<file path="src/rtl/sprite_pkg.sv">
// Shared sprite definitions: geometry constants and capture FSM state encoding,
// common to the sprite renderer and the sprite capture block.
package sprite_pkg;

  localparam int SPRITE_SIZE  = 16;
  localparam int BITMAP_BYTES = 32;

  typedef enum logic [2:0] {
    WAIT_FOR_VSTART = 3'd0,
    WAIT_FOR_HSTART = 3'd1,
    CAPTURE         = 3'd2,
    WRITE_LO        = 3'd3,
    WRITE_HI        = 3'd4
  } capture_state_e;

endpackage

</file>
<file path="src/rtl/sprite_capture.sv">
// Captures a 16x16 monochrome sprite from a serial pixel stream into an external
// 32-byte bitmap RAM, one row per hstart, with optional horizontal/vertical mirroring.
module sprite_capture
  import sprite_pkg::*;
(
  input  logic       clk,
  input  logic       reset,
  input  logic       vstart,
  input  logic       hstart,
  input  logic       pixel,
  input  logic       hmirror,
  input  logic       vmirror,
  output logic [4:0] ram_addr,
  output logic [7:0] ram_data,
  output logic       ram_we,
  output logic       busy,
  output logic       done
);

  localparam logic [3:0] LAST_INDEX = 4'(SPRITE_SIZE - 1);

  capture_state_e state_q, state_d;
  logic [3:0]  ycount_q, ycount_d;
  logic [3:0]  xcount_q, xcount_d;
  logic [15:0] inbits_q, inbits_d;
  logic [4:0]  ram_addr_q, ram_addr_d;
  logic [7:0]  ram_data_q, ram_data_d;
  logic        ram_we_q, ram_we_d;
  logic        done_q, done_d;
  logic [3:0]  row_map;
  logic [3:0]  col_map;

  always_ff @(posedge clk or posedge reset) begin
    if (reset) begin
      state_q    <= WAIT_FOR_VSTART;
      ycount_q   <= '0;
      xcount_q   <= '0;
      inbits_q   <= '0;
      ram_addr_q <= '0;
      ram_data_q <= '0;
      ram_we_q   <= 1'b0;
      done_q     <= 1'b0;
    end else begin
      state_q    <= state_d;
      ycount_q   <= ycount_d;
      xcount_q   <= xcount_d;
      inbits_q   <= inbits_d;
      ram_addr_q <= ram_addr_d;
      ram_data_q <= ram_data_d;
      ram_we_q   <= ram_we_d;
      done_q     <= done_d;
    end
  end

  // Write port outputs are registered one cycle ahead so ram_we is high exactly
  // while the FSM sits in WRITE_LO / WRITE_HI, and the byte commits on leaving.
  always_comb begin
    state_d    = state_q;
    ycount_d   = ycount_q;
    xcount_d   = xcount_q;
    inbits_d   = inbits_q;
    ram_addr_d = ram_addr_q;
    ram_data_d = ram_data_q;
    ram_we_d   = 1'b0;
    done_d     = 1'b0;
    row_map    = vmirror ? ~ycount_q : ycount_q;
    col_map    = hmirror ? ~xcount_q : xcount_q;

    case (state_q)
      WAIT_FOR_VSTART: begin
        ycount_d = '0;
        if (vstart) state_d = WAIT_FOR_HSTART;
      end
      WAIT_FOR_HSTART: begin
        xcount_d = '0;
        if (hstart) state_d = CAPTURE;
      end
      CAPTURE: begin
        inbits_d[col_map] = pixel;
        xcount_d = xcount_q + 4'd1;
        if (xcount_q == LAST_INDEX) begin
          state_d    = WRITE_LO;
          ram_we_d   = 1'b1;
          ram_addr_d = {row_map, 1'b0};
          ram_data_d = inbits_d[7:0];
        end
      end
      WRITE_LO: begin
        state_d    = WRITE_HI;
        ram_we_d   = 1'b1;
        ram_addr_d = {row_map, 1'b1};
        ram_data_d = inbits_q[15:8];
      end
      WRITE_HI: begin
        ycount_d = ycount_q + 4'd1;
        if (ycount_q == LAST_INDEX) begin
          state_d = WAIT_FOR_VSTART;
          done_d  = 1'b1;
        end else begin
          state_d = WAIT_FOR_HSTART;
        end
      end
      default: state_d = WAIT_FOR_VSTART;
    endcase
  end

  assign ram_addr = ram_addr_q;
  assign ram_data = ram_data_q;
  assign ram_we   = ram_we_q;
  assign done     = done_q;
  assign busy     = (state_q != WAIT_FOR_VSTART);

endmodule

</file>
<file path="config.mk">
export PLATFORM = sky130hd
export DESIGN_NAME = sprite_capture
export DESIGN_NICKNAME = d
export VERILOG_FILES = /design/src/rtl/sprite_pkg.sv /design/src/rtl/sprite_capture.sv
export SDC_FILE = /design/constraint.sdc
export NUM_CORES = 1
export LEC_CHECK = 0
export ABC_AREA = 1
export CORE_AREA = 4 4 55 82
export DETAILED_ROUTE_END_ITERATION = 8
export DIE_AREA = 0 0 59 86
export PLACE_DENSITY = 0.87
export SETUP_SLACK_MARGIN = 0.4
export SLEW_MARGIN = 10
export SYNTH_ARGS = -nofsm -noshare
export SYNTH_HDL_FRONTEND = slang
export SYNTH_SLANG_ARGS = --single-unit
</file>
<file path="constraint.sdc">
create_clock -name clk -period 3.1 [get_ports clk]
set_input_delay 0.775 -clock clk [delete_from_list [all_inputs] [get_ports clk]]
set_output_delay 0.775 -clock clk [all_outputs]
set_load 0.03 [all_outputs]
</file>
* After elaboration in Yosys (flattened, before gate mapping)
Index checks and enable logic that the tools add are counted.
Word-level totals: bits in registers 42, input port bits 7, output and inout bits 16
Cells by class: add/subtract/negate cells 2, $lt $le $gt $ge 2, equality and inequality tests 9, muxes and demuxes 20, bitwise gates (word level) 2, reductions and logical operators 8
Operator list (number):
- bitwise mux 16 bit | 1
- one-hot mux 4 bit (2 select lines) | 2
- one-hot mux 8 bit (2 select lines) | 1
- one-hot mux 3 bit (5 select lines) | 1
- one-hot mux 5 bit (2 select lines) | 1
- two-way mux 3 bit | 3
- adder 4 x 1 -> 4 bit, second input constant | 2
- equality test 4 bit, second input constant | 2
- two-way mux 4 bit | 2
- two-way mux 8 bit | 1
- inverter 4 bit | 2
- equality test 3 x 2 -> 1 bit, second input constant | 2
- != test 2 bit, second input constant | 3
- nonzero test 2 bit | 3
- less-than comparator 4 x 5 -> 1 bit, second input constant | 1
- two-way mux 1 bit | 5
- two-way mux 5 bit | 1
- demux 1 bit (select 4 bit) | 1
- greater-or-equal comparator 4 x 1 -> 1 bit, second input constant | 1
- equality test 3 x 1 -> 1 bit, second input constant | 1
- equality test 3 bit, second input constant | 1
- logical NOT 3 bit | 1
- AND reduction 3 bit | 1
- nonzero test 3 bit | 1
- 3 further kinds | 3

* Longest topological paths before layout
depth in word-level cells 9, mapped depth 9, depth with buffers taken out 8

* Worst setup path before layout
OpenSTA, ideal clock, no wires.
path type input port to flip-flop, start point in hmirror, end point reg inbits_q[12], library setup time 0.130 ns, arrival 1.584 ns, slack 1.386 ns, stages on the path 9, path buffers 1, cell sequence buf_2 inv_4 nand2_1 nand2_2 inv_1 nor2_2 nand3_1 nand2_1 o21ai_1
Between the ends: longest elaborated chain between the ends 6
RTL lines:
- start, declared | line sprite_capture.sv:11 | input logic hmirror,
- two-way mux 4 bit * | line sprite_capture.sv:67 | col_map = hmirror ? ~xcount_q : xcount_q;
- less-than comparator 4 x 5 -> 1 bit (not written as such) or greater-or-equal comparator 4 x 1 -> 1 bit (tied branches) | line sprite_capture.sv:79 | inbits_d[col_map] = pixel;
- logical AND 1 bit (not written as such) | line sprite_capture.sv:79
- two-way mux 1 bit (not written as such) | line sprite_capture.sv:79
- demux 1 bit (select 4 bit) * | line sprite_capture.sv:79
- bitwise mux 16 bit * | line sprite_capture.sv:79
- end signal, assigned | line sprite_capture.sv:47 | inbits_q <= inbits_d;
- end, declared | line sprite_capture.sv:25 | logic [15:0] inbits_q, inbits_d;
Mark *: on every way between the ends. The rest lies on a longest branch, timed or not. A chain may end at the register's enable or synchronous reset.

* Worst setup path after layout
start point reg state_q[1], end point out busy
Between the ends: longest elaborated chain between the ends 1
RTL lines:
- start, declared | line sprite_capture.sv:22 | capture_state_e state_q, state_d;
- start signal, assigned | line sprite_capture.sv:44 | state_q <= state_d;
- nonzero test 3 bit | line sprite_capture.sv:111 | assign busy = (state_q != WAIT_FOR_VSTART);
- end, declared | line sprite_capture.sv:16 | output logic busy,
Every way passes these cells.

==> reports/metrics.csv <==
metric,value,unit
synth_top_cells_by_count,"nand2_1 (111), dfrtp_1 (42), nand3_1 (30)",
synth_top_area_share,47.7,%
first_pass_iters,5,
synth.area.top_cells,"dfrtp_1 (48%), nand2_1 (19%), nand3_1 (6.8%), inv_1 (4.8%), o21ai_0 (3.4%)",
start_kind,flip-flop,
num_rows,28,
cts-buffers-inserted,5,
gp_congestion,0.889,
leakage,1.29,nW
grt_max_degree,43,
drcViolationCount,0,
max_slew_margin,64.8,%
grt_use_total,20.7,%
swShare,43.9,%
syn_area,0.00220,mm²
cts.sinks,42,
post-route-min-period,2.56,ns
die_w,59,µm
synthSimpleGateAreaFrac,35.4,%
cp_slowest_cell,clkdlybuf4s50_1,
diodes,0,
peakVddDrop,0.545,mV
synth_fa_ha_area_share,1.14,%
yosysTopAreaCell,dfrtp_1,
synth-seq-cells,42,
cp_top_family,buffers and inverters,
timing.critical_path.depth,3,
clkLatencyLatePin,0.30,ns
hold_depth,2,
fillers,338,
port_buffers,22,
grt_pass1_vias,1789,
cp_slowest_stage_delay,0.62,ns
cts.htree.levels,2,
hold_violations,0,
rsz0062_at_grt,no,
clkTransAtPathRegs,0.08,ns
synth-edff-count,0,
final_nets,318,
seqPwrFrac,39.2,%
wire_per_inst,12.7,µm
clock_tree.buffer_depth,2,
synthMuxAreaShare,0,%
core_region_area,0.00385,mm²
antenna_found_initial,0,
drv_slew,0,
p_int,0.00127,W
finalSetupViolCount,0,
cp_cell_sequence,nor2_1 -> nand2_1 -> clkdlybuf4s50_1,
worst-slew-pin-transition,0.527,ns
wirelength,4490,µm
arrival,1.79,ns
ys.flop_type,dfrtp_1,
synth_compound_area_share,6.65,%
hp-class,reg -> reg,
switchingPower,0.000995,W
synth.distinct_cells,28,
ys_seq_area_share,47.7,%
power_frac_comb,46.0,%
critPathRequiredTime,2.32,ns
area_delta_synth_final,14.8,%
synth_most_common_cell,nand2_1,
crit_buf_inv,1,
cts_tree,done,
grt_pass1_wl,8020,µm
synth_top_family_by_area,simple AND/OR/NAND/NOR gates,
synth_nets,295,
cts_root_buf,clkbuf_8,
post_cts_buffers,0,
syn_inst,286,
final_util,65.6,%
async_flop_share,100,%
power_frac_clock,14.7,%
viasPerCell,5.24,
criticalPathCategory,reg -> out,
drt_iter0_drc,68,
worstRegToRegCells,6,
crit_path_end_kind,output pin,
hpwl,3260,µm
finalCritPeriodShare,82.7,%
cts_resized,0,
crit_path_max_fanout,7,
grt_overflow,0,
route.vias.total,1854,
die_h,86,µm
status,"complete, no violations",
ant_nets,0,
synth-xor-area-share,1.99,%
top_level_ports,23,
finClkSkew,0.00295,ns
power.density,897,mW/mm²
die_area,0.00507,mm²
start_util,57.1,%
setup_tns,0,ns
postCtsHoldBufs,0,
max_clock_freq,390,MHz
cap_violations,0,
drive_above_1_share,8.09,%
syn_area_per_cell,7.70,µm²
yosysWarnings,0,
==> per-stage QoR <==
| step | power [W] | area (µm²) | instances | hold slack (ns) | worst slack (ns) |
|---|---|---|---|---|---|
| 2_1_floorplan | 0.00164 | 2200 | 286 | 0.449 | 1.35 |
| 3_3_place_gp | 0.00191 | 2450 | 347 | 0.463 | 0.761 |
| 3_5_place_dp | 0.00194 | 2450 | 347 | 0.466 | 0.709 |
| 4_1_cts | 0.00228 | 2530 | 354 | 0.486 | 0.534 |
| 5_1_grt | 0.00246 | 2530 | 354 | 0.511 | 0.455 |
| 6_report | 0.00227 | 2530 | 354 | 0.481 | 0.537 |
==> power groups by stage <==
| stage | clock network (W) | registers (W) | logic (W) |
|---|---|---|---|
| 2_1_floorplan | 0 | 0.00102 | 0.000625 |
| 5_1_grt | 0.000369 | 0.000916 | 0.00117 |
| 3_5_place_dp | 0 | 0.000896 | 0.00105 |
| 3_3_place_gp | 0 | 0.000888 | 0.00102 |
| 6_report | 0.000334 | 0.000889 | 0.00104 |
| 4_1_cts | 0.000340 | 0.000889 | 0.00105 |
==> layer usage <==
metal / part of all wire (%) / global-route usage (%) / vias to the layer above
met5: 0 / 0 / -
li1: - / - / 937
met4: 2.3 / 9.48 / 0
met2: 52 / 35.3 / 57
met3: 4.6 / 3.77 / 8
met1: 41 / 24.5 / 852
==> area by class of cell <==
| type | instances | area, µm² | share of cell area (%) |
|---|---|---|---|
| Tap cell | 45 | 56.3 | 2.23 |
| Inverter | 31 | 119 | 4.70 |
| Clock buffer | 5 | 68.8 | 2.72 |
| Sequential cell | 42 | 1050 | 41.6 |
| Multi-Input combinational cell | 206 | 995 | 39.4 |
| Clock inverter | 2 | 10.0 | 0.396 |
| Timing Repair Buffer | 23 | 228 | 9.01 |
==> sequential cells by signal, summed over array words and instances (netlist names) <==
| signal | flops |
|---|---|
| done | 1 |
| xcount_q | 4 |
| state_q | 3 |
| ram_data | 8 |
| ycount_q | 4 |
| ram_addr | 5 |
| ram_we | 1 |
| inbits_q | 16 |
==> cell families after synthesis <==
group                      after synthesis
DFF                                     42
buffers and inverters                   38
AOI/OAI and AO/OA                       28
and+or+nand+nor                        171
adders and majority gates                2
xor gates and xnor gates                 5
==> path summary, 6_finish.rpt <==
path,start,to,slack [ns]
max in group asynchronous,reset,state_q[2]$_DFFE_PP0P_,1.84
setup / recovery,state_q[1]$_DFFE_PP0P_,busy,0.54
setup reg to reg,state_q[0]$_DFFE_PP0P_,inbits_q[8]$_DFFE_PP0P_,1.50
hold / removal,inbits_q[0]$_DFFE_PP0P_,inbits_q[0]$_DFFE_PP0P_,0.48
min in group asynchronous,reset,ram_we$_DFF_PP0_,0.90
hold reg to reg,inbits_q[0]$_DFFE_PP0P_,inbits_q[0]$_DFFE_PP0P_,0.48
==> worst reg2reg max path, stage by stage, from the launching register on <==
cell,delay (ns)
dfrtp_1,0.45
nor2_2,0.18
nand2_4,0.18
inv_1,0.35
nand3_1,0.17
nand2_1,0.09
o21ai_1,0.06
==> cell usage in the layout, fill, tap and decap left out <==
cell type and instances:
clkdlybuf4s50_1 22, xnor2_1 5, nor2_1 14, nand4_1 1, o31ai_1 1, nor2_8 2, nand2_4 2, nand3_4 1
clkinv_2 2, inv_2 2, nand2_2 2, a21boi_0 1, clkbuf_8 5, a21oi_1 3, o21ai_1 7, o21ai_0 15
inv_4 1, ha_1 2, buf_4 1, nor2_2 4, dfrtp_1 42, nand3_1 30, o22ai_1 1, inv_1 28
nor2_4 2, nand2_1 111, nand3b_1 1, or2_2 1
No activity file was read; power rests on OpenSTA's default activity.
